===== src/rtl/sysa_pkg.sv =====
// Shared types and constants for the sysa job scheduler and its result buffer.
package sysa_pkg;

    localparam int unsigned N       = 3;
    localparam int unsigned DW      = 8;
    localparam int unsigned AW      = 16;
    localparam int unsigned N_WORDS = 3;
    localparam int unsigned T_LAST  = 5;
    localparam int unsigned N_RES   = N * N;

    typedef enum logic [2:0] {
        StIdle,
        StLoadW,
        StFeed,
        StDrain,
        StOut
    } state_e;

    // Column j emits valid results on steps COL_T0[j] .. COL_T0[j]+2 (skew of one step per column)
    localparam logic [3*3-1:0] COL_T0   = {3'd3, 3'd2, 3'd1};
    // Column j owns buffer entries COL_BASE[j] .. COL_BASE[j]+2
    localparam logic [3*4-1:0] COL_BASE = {4'd6, 4'd3, 4'd0};

    function automatic logic cap_hit(input int col, input logic [2:0] t);
        logic [2:0] t0;
        t0 = COL_T0[3*col +: 3];
        return (t >= t0) && (t <= t0 + 3'd2);
    endfunction

    function automatic logic [3:0] cap_idx(input int col, input logic [2:0] t);
        logic [2:0] t0;
        logic [2:0] off;
        t0  = COL_T0[3*col +: 3];
        off = t - t0;
        return COL_BASE[4*col +: 4] + {1'b0, off};
    endfunction

endpackage


===== src/rtl/sysa_sched_if.sv =====
// Host-side streams of the scheduler: job control, weights, activations and results.
interface sysa_sched_if;
    import sysa_pkg::*;

    logic              start;
    logic              busy;
    logic              cfg_valid;
    logic              cfg_ready;
    logic [31:0]       cfg_data;
    logic              act_valid;
    logic              act_ready;
    logic [N*DW-1:0]   act_data;
    logic              res_valid;
    logic              res_ready;
    logic [AW-1:0]     res_data;
    logic              res_last;

    modport master (
        output start, cfg_valid, cfg_data, act_valid, act_data, res_ready,
        input  busy, cfg_ready, act_ready, res_valid, res_data, res_last
    );

    modport slave (
        input  start, cfg_valid, cfg_data, act_valid, act_data, res_ready,
        output busy, cfg_ready, act_ready, res_valid, res_data, res_last
    );

endinterface


===== src/rtl/sysa_res_buf.sv =====
// 9-entry result buffer: three independent write ports, one read port, synchronous clear.
module sysa_res_buf
    import sysa_pkg::*;
(
    input  logic                   clk,
    input  logic                   clr,
    input  logic [N-1:0]           we,
    input  logic [N-1:0][3:0]      widx,
    input  logic [N-1:0][AW-1:0]   wdata,
    input  logic [3:0]             ridx,
    output logic [AW-1:0]          rdata
);

    logic [N_RES-1:0][AW-1:0] mem_q;

    // Storage update: clear wins, otherwise each port writes its own entry
    always_ff @(posedge clk) begin
        if (clr) begin
            mem_q <= '0;
        end else begin
            for (int i = 0; i < N_RES; i++) begin
                for (int j = 0; j < N; j++) begin
                    if (we[j] && (widx[j] == 4'(i))) begin
                        mem_q[i] <= wdata[j];
                    end
                end
            end
        end
    end

    // Read mux; out-of-range indices read as zero
    always_comb begin
        rdata = '0;
        for (int i = 0; i < N_RES; i++) begin
            if (ridx == 4'(i)) begin
                rdata = mem_q[i];
            end
        end
    end

endmodule


===== src/rtl/sysa_sched.sv =====
// Job scheduler for the 3x3 systolic array: load weights, feed, drain, return results.
module sysa_sched
    import sysa_pkg::*;
(
    input  logic              clk,
    input  logic              reset,
    sysa_sched_if.slave       host,
    output logic              sa_en,
    output logic              sa_clr,
    output logic [N*32-1:0]   sa_w,
    output logic [N*DW-1:0]   sa_in,
    input  logic [AW-1:0]     sa_out1,
    input  logic [AW-1:0]     sa_out2,
    input  logic [AW-1:0]     sa_out3
);

    state_e            state_q, state_d;
    logic [2:0]        k_q, k_d;
    logic [2:0]        t_q, t_d;
    logic [3:0]        r_q, r_d;
    logic [N*32-1:0]   w_q, w_d;
    logic [N*DW-1:0]   in_q, in_d;
    logic              clr_q, clr_d;
    logic              start_acc;
    logic              cfg_ready, act_ready, res_valid;

    logic [N-1:0]          cap_we;
    logic [N-1:0][3:0]     cap_widx;
    logic [N-1:0][AW-1:0]  cap_data;
    logic [AW-1:0]         buf_rdata;

    // Next-state, counters and array drive
    always_comb begin
        state_d   = state_q;
        k_d       = k_q;
        t_d       = t_q;
        r_d       = r_q;
        w_d       = w_q;
        in_d      = in_q;
        clr_d     = 1'b0;
        start_acc = 1'b0;
        cfg_ready = 1'b0;
        act_ready = 1'b0;
        res_valid = 1'b0;
        sa_en     = 1'b0;
        unique case (state_q)
            StIdle: begin
                k_d = '0;
                t_d = '0;
                r_d = '0;
                if (host.start) begin
                    start_acc = 1'b1;
                    clr_d     = 1'b1;
                    state_d   = StLoadW;
                end
            end
            StLoadW: begin
                cfg_ready = 1'b1;
                if (host.cfg_valid) begin
                    w_d[32*int'(k_q) +: 32] = host.cfg_data;
                    k_d = k_q + 3'd1;
                    if (k_q == 3'(N_WORDS - 1)) state_d = StFeed;
                end
            end
            StFeed: begin
                act_ready = 1'b1;
                // Without a vector the array is frozen and sa_in keeps its last value
                if (host.act_valid) begin
                    sa_en = 1'b1;
                    in_d  = host.act_data;
                    t_d   = t_q + 3'd1;
                    if (t_q == 3'(N - 1)) state_d = StDrain;
                end
            end
            StDrain: begin
                sa_en = 1'b1;
                in_d  = '0;
                t_d   = t_q + 3'd1;
                if (t_q == 3'(T_LAST)) state_d = StOut;
            end
            StOut: begin
                res_valid = 1'b1;
                if (host.res_ready) begin
                    r_d = r_q + 4'd1;
                    if (r_q == 4'(N_RES - 1)) state_d = StIdle;
                end
            end
            default: state_d = StIdle;
        endcase
    end

    // State and datapath registers with synchronous reset
    always_ff @(posedge clk) begin
        if (reset) begin
            state_q <= StIdle;
            k_q     <= '0;
            t_q     <= '0;
            r_q     <= '0;
            w_q     <= '0;
            in_q    <= '0;
            clr_q   <= 1'b0;
        end else begin
            state_q <= state_d;
            k_q     <= k_d;
            t_q     <= t_d;
            r_q     <= r_d;
            w_q     <= w_d;
            in_q    <= in_d;
            clr_q   <= clr_d;
        end
    end

    // Capture windows: each column writes its own three entries on enabled steps
    always_comb begin
        cap_we   = '0;
        cap_widx = '0;
        for (int j = 0; j < N; j++) begin
            cap_we[j]   = sa_en && cap_hit(j, t_q);
            cap_widx[j] = cap_idx(j, t_q);
        end
    end

    assign cap_data = {sa_out3, sa_out2, sa_out1};

    sysa_res_buf u_res_buf (
        .clk   (clk),
        .clr   (reset | start_acc),
        .we    (cap_we),
        .widx  (cap_widx),
        .wdata (cap_data),
        .ridx  (r_q),
        .rdata (buf_rdata)
    );

    assign sa_clr         = clr_q;
    assign sa_w           = w_q;
    assign sa_in          = in_d;
    assign host.busy      = (state_q != StIdle);
    assign host.cfg_ready = cfg_ready;
    assign host.act_ready = act_ready;
    assign host.res_valid = res_valid;
    assign host.res_data  = (state_q == StOut) ? buf_rdata : '0;
    assign host.res_last  = (state_q == StOut) && (r_q == 4'(N_RES - 1));

endmodule


===== src/flat_wrapper.sv =====
// flat-port wrapper written by rule: the top's interface ports become plain ports
module sysa_sched_flat import sysa_pkg::*;
  (clk, reset, sa_en, sa_clr, sa_w, sa_in, sa_out1, sa_out2, sa_out3, host_start, host_cfg_valid, host_cfg_data, host_act_valid, host_act_data, host_res_ready, host_busy, host_cfg_ready, host_act_ready, host_res_valid, host_res_data, host_res_last);
  sysa_sched_if host_i ();
  input  logic clk;
  input  logic reset;
  output logic sa_en;
  output logic sa_clr;
  output logic [N*32-1:0] sa_w;
  output logic [N*DW-1:0] sa_in;
  input  logic [AW-1:0] sa_out1;
  input  logic [AW-1:0] sa_out2;
  input  logic [AW-1:0] sa_out3;
  input wire logic [$bits(host_i.start)-1:0] host_start;
  input wire logic [$bits(host_i.cfg_valid)-1:0] host_cfg_valid;
  input wire logic [$bits(host_i.cfg_data)-1:0] host_cfg_data;
  input wire logic [$bits(host_i.act_valid)-1:0] host_act_valid;
  input wire logic [$bits(host_i.act_data)-1:0] host_act_data;
  input wire logic [$bits(host_i.res_ready)-1:0] host_res_ready;
  output wire logic [$bits(host_i.busy)-1:0] host_busy;
  output wire logic [$bits(host_i.cfg_ready)-1:0] host_cfg_ready;
  output wire logic [$bits(host_i.act_ready)-1:0] host_act_ready;
  output wire logic [$bits(host_i.res_valid)-1:0] host_res_valid;
  output wire logic [$bits(host_i.res_data)-1:0] host_res_data;
  output wire logic [$bits(host_i.res_last)-1:0] host_res_last;
  assign host_i.start = host_start;
  assign host_i.cfg_valid = host_cfg_valid;
  assign host_i.cfg_data = host_cfg_data;
  assign host_i.act_valid = host_act_valid;
  assign host_i.act_data = host_act_data;
  assign host_i.res_ready = host_res_ready;
  assign host_busy = host_i.busy;
  assign host_cfg_ready = host_i.cfg_ready;
  assign host_act_ready = host_i.act_ready;
  assign host_res_valid = host_i.res_valid;
  assign host_res_data = host_i.res_data;
  assign host_res_last = host_i.res_last;
  sysa_sched u_core (.clk(clk), .reset(reset), .host(host_i), .sa_en(sa_en), .sa_clr(sa_clr), .sa_w(sa_w), .sa_in(sa_in), .sa_out1(sa_out1), .sa_out2(sa_out2), .sa_out3(sa_out3));
endmodule

===== config.mk =====
export PLATFORM = sky130hd
export DESIGN_NAME = sysa_sched_flat
export DESIGN_NICKNAME = d
export VERILOG_FILES = /design/src/rtl/sysa_pkg.sv /design/src/rtl/sysa_sched_if.sv /design/src/rtl/sysa_res_buf.sv /design/src/rtl/sysa_sched.sv /design/src/flat_wrapper.sv
export SDC_FILE = /design/constraint.sdc
export NUM_CORES = 1
export LEC_CHECK = 0
export ABC_AREA = 1
export CAP_MARGIN = 20
export CORE_AREA = 2 2 230 232
export DETAILED_ROUTE_END_ITERATION = 10
export DIE_AREA = 0 0 232 234
export DONT_BUFFER_PORTS = 1
export HOLD_SLACK_MARGIN = 0.15
export PLACE_DENSITY = 0.51
export RECOVER_POWER = 50
export REMOVE_ABC_BUFFERS = 1
export SYNTH_ARGS = -nofsm -noshare
export SYNTH_HDL_FRONTEND = slang
export SYNTH_HIERARCHICAL = 1
export SYNTH_SLANG_ARGS = --single-unit

===== constraint.sdc =====
create_clock -name clk -period 4.2 [get_ports clk]
set_clock_uncertainty 0.05 [all_clocks]
set_input_delay 0.63 -clock clk [delete_from_list [all_inputs] [get_ports clk]]
set_output_delay 0.63 -clock clk [all_outputs]
set_load 0.1 [all_outputs]

==> flow_summary_export.csv <==
group,metric,value,unit
status,status,"finished with violations",
status,violations,"capacitance limit, slew limit",
final_layout,final_common_cell,"nor2_1",
sta,slew_headroom,-0.391,
floorplan,initial_core_util,0.296,
setup_path,critPathMaxFanout,12,
logic_synthesis,ys.flop_type,"dfxtp_1",
setup_path,critical_path.most_common_cell,"nand2_1",
sta,finalSetupTns,0,ns
floorplan,dieArea,54300,sq um
logic_synthesis,synthMuxAreaShare,0,
job,maxCapViolCount,3,
clocking,clock_path_buffers,3,
setup_path,critPathLaunchType,"flop",
sta,hold_violations,0,
routing,routed_wl,58800,um
clocking,postCtsSetupBuffers,0,
logic_synthesis,synth_top_family_by_area,"simple AND/OR/NAND/NOR gates",
global_routing,track_usage,0.211,
place,dp.cells,3083,
global_routing,grt_pass1_wl,89300,um
global_routing,grt-busiest-layer,"met2",
global_routing,grt_pass1_vias,15001,
logic_synthesis,ys_ff_latch,278,
clocking,htreeDepth,2,
clocking,path_clk_slew,0.06,ns
sta,worst_pin_slew,2.09,ns
clocking,cts_inserted_buffers,36,
setup_path,cp-endpoint,"host_res_data[9]",
min_path,min_from,"host_cfg_data[13]",
floorplan,rows,84,
global_routing,grt_max_degree,93,
final_layout,fillers,5726,
floorplan,ios,253,
power,p_per_area,472,nW/um^2
global_routing,antenna_found_initial,0,
clocking,cts.sinks,278,
setup_path,path_delay_family,"simple AND/OR/NAND/NOR gates",
logic_synthesis,ys_seq_area_frac,0.362,
final_layout,final_core_util,0.338,
logic_synthesis,synth_compound_area_frac,0.182,
logic_synthesis,synthCells,2490,
setup_path,critical_path_arrival,3.33,ns
final_layout,fin_nets,2566,
floorplan,die_y,234,um
setup_path,criticalPathCategory,"reg -> out",
sta,fmax,0.249,GHz
logic_synthesis,syn_avg_cell_area,6.18,sq um
power,power,8290,uW
setup_path,reg2reg_to,"u_core/u_res_buf/mem_q[109]$_SDFFE_PP0P_",
setup_path,end_kind,"output port",
global_routing,use_met3,0.0507,
setup_path,cp_slowest_cell,"dfxtp_1",
sta,slew_violations,83,
setup_path,crit_path_cell_trace,"inv_1 > nor2_1 > nand2_1 > clkinvlp_4 > a21oi_1 > nand4_1 > nand2_1 > nand2_1 > inv_1 > nor2_2 > buf_12",
setup_path,crit_cells,11,
place,place_congestion,0.909,
min_path,hold_path.class,"in -> reg",
setup_path,critical_path.startpoint,"u_core/r_q[1]$_SDFFE_PP0P_",
place,io_buffer_count,0,
final_layout,layoutNonFillerInstCount,3152,
logic_synthesis,ys_types,38,
sta,rsz0062_at_grt,"false",
routing,via_count,16075,
place,hpwl,40500,um
sta,finalCriticalPeriod,4.01,ns
logic_synthesis,synthArstFlopShare,0,
logic_synthesis,ys_warn_count,6,
global_routing,overflow,0,
setup_path,worst-path-buf-inv,4,
power,leakagePower,0.00742,uW
global_routing,gr-usage-met2,0.340,
logic_synthesis,synthSimpleGateAreaFrac,0.347,
setup_path,r2r_start,"u_core/t_q[0]$_SDFFE_PP0P_",
sta,finalCritPeriodShare,0.955,
routing,ant_nets,0,
routing,firstDrtPassIters,8,
final_layout,layout_common_cells,"nor2_1 (562), nand2_1 (514), o21ai_0 (333)",
sta,setup-violations-final,0,
setup_path,max_stage_delay,0.61,ns
clocking,clock_latency,0.56,ns
logic_synthesis,synth-edff-count,0,
floorplan,fp.dieW,232,um
floorplan,core,52000,sq um
setup_path,r2r_setup_slack,0.53,ns
final_layout,drive_gt1_frac,0.0662,
logic_synthesis,synth_area,15400,sq um
logic_synthesis,synth_fa_ha_area_frac,0.0155,
routing,first_iter_violations,1462,
routing,vias_per_cell,5.10,
setup_path,cp_data_required_time,3.52,ns
clocking,cts_tree,"built",
setup_path,r2r.worst_path.cells,14,
power,vdd_drop_max,0.460,mV
final_layout,areaGrowthSynthToFinish,14.2,%
logic_synthesis,synth-xor-area-share,0.000570,
routing,drt-wirelength-per-cell,18.7,um
clocking,clock-root-buffer,"clkbuf_16",
routing,drc,0,
global_routing,grt.met1_usage,0.274,
cells by family after synthesis:
group                    after synthesis
XOR/XNOR                               1
buffers and inverters                358
AND/OR/NAND/NOR                     1316
adder cells (fa/ha/maj)               19
flip-flops                           278
AO/OA/AOI/OAI                        517
other                                  1
flip-flops by register name, indices dropped and copies added, names as in the netlist:
signal,count
u_core/k_q,3
u_core/sa_w,96
u_core/sa_clr,1
u_core/in_q,24
u_core/state_q,3
u_core/r_q,4
u_core/u_res_buf/mem_q,144
u_core/t_q,3
synth_stat cells (2+ instances only):
cell type  instances  area (sq um)
nand3_2            5          50.1
nor2_1           578          2170
nand2_1          514          1930
nor2_2            12          75.1
nand3b_1           3          22.5
a211oi_1          17           128
o21ai_1           13          65.1
inv_2              4          15.0
ha_1              19           238
o21ai_0          334          1670
buf_4              8          60.1
o22ai_1            9          56.3
buf_2             38           190
nand2_2            4          25.0
dfxtp_1          278          5570
buf_1              5          18.8
o211ai_1          49           368
a31oi_1           13          81.3
nand4_1           27           169
clkbuf_2           2          10.0
nand3_1          134           671
clkbuf_1         106           398
a21oi_1           77           385
nor3_1            34           170
clkinv_1          11          41.3
inv_1            184           691
per-layer routing:
layer	vias up	routed length, um	part of all wire
met5	-	0	0
met4	0	1890	0.032
met3	110	4990	0.085
met2	626	26700	0.45
met1	7417	25200	0.43
li1	7922	-	-
how the worst min path moves through the flow:
stage,end,slack [ns],cells past startpoint
2_1_floorplan,u_core/in_q[0]$_SDFF_PP0_,0.39,2
3_3_place_gp,u_core/in_q[2]$_SDFF_PP0_,0.40,2
3_5_place_dp,u_core/in_q[15]$_SDFF_PP0_,0.41,2
4_1_cts,u_core/sa_w[81]$_SDFFE_PP0P_,0.15,2
5_1_grt,u_core/sa_w[88]$_SDFFE_PP0P_,0.16,2
6_report,u_core/sa_w[77]$_SDFFE_PP0P_,0.18,2
final cells by class:
type                    instances  area [sq um]  share of cell area
multi-input cells            1857          8470               0.482
inverters                     199           752              0.0428
well taps                     688           861              0.0490
flip-flops and latches        278          5570               0.317
clock inverters                17           201              0.0115
repair buffers                 65           711              0.0405
diodes                          2          5.00            0.000285
clock buffers                  46           998              0.0569
through the flow:
step                      hold WS (ns)  area, sq um  setup slack [ns]
final                            0.175        17600             0.191
after global routing             0.157        17600            0.0577
after global placement           0.400        16300             0.703
after CTS                        0.150        17600            0.0747
after floorplan                  0.392        14700             -2.03
after detailed placement         0.407        16300             0.675
timing repair:
item                                    in CTS  in global routing
endpoints found under the hold margin       92                  0
resized for setup                            0                  1
endpoints found under the setup margin       0                  1
hold buffers                                 3                  0
power by group:
group	internal, uW	switching [uW]	total [uW]
sequential	2760	602	3360
clock	1880	1300	3180
combinational	369	1380	1750
total	5010	3280	8290
Power figures use the tool's default switching activity.
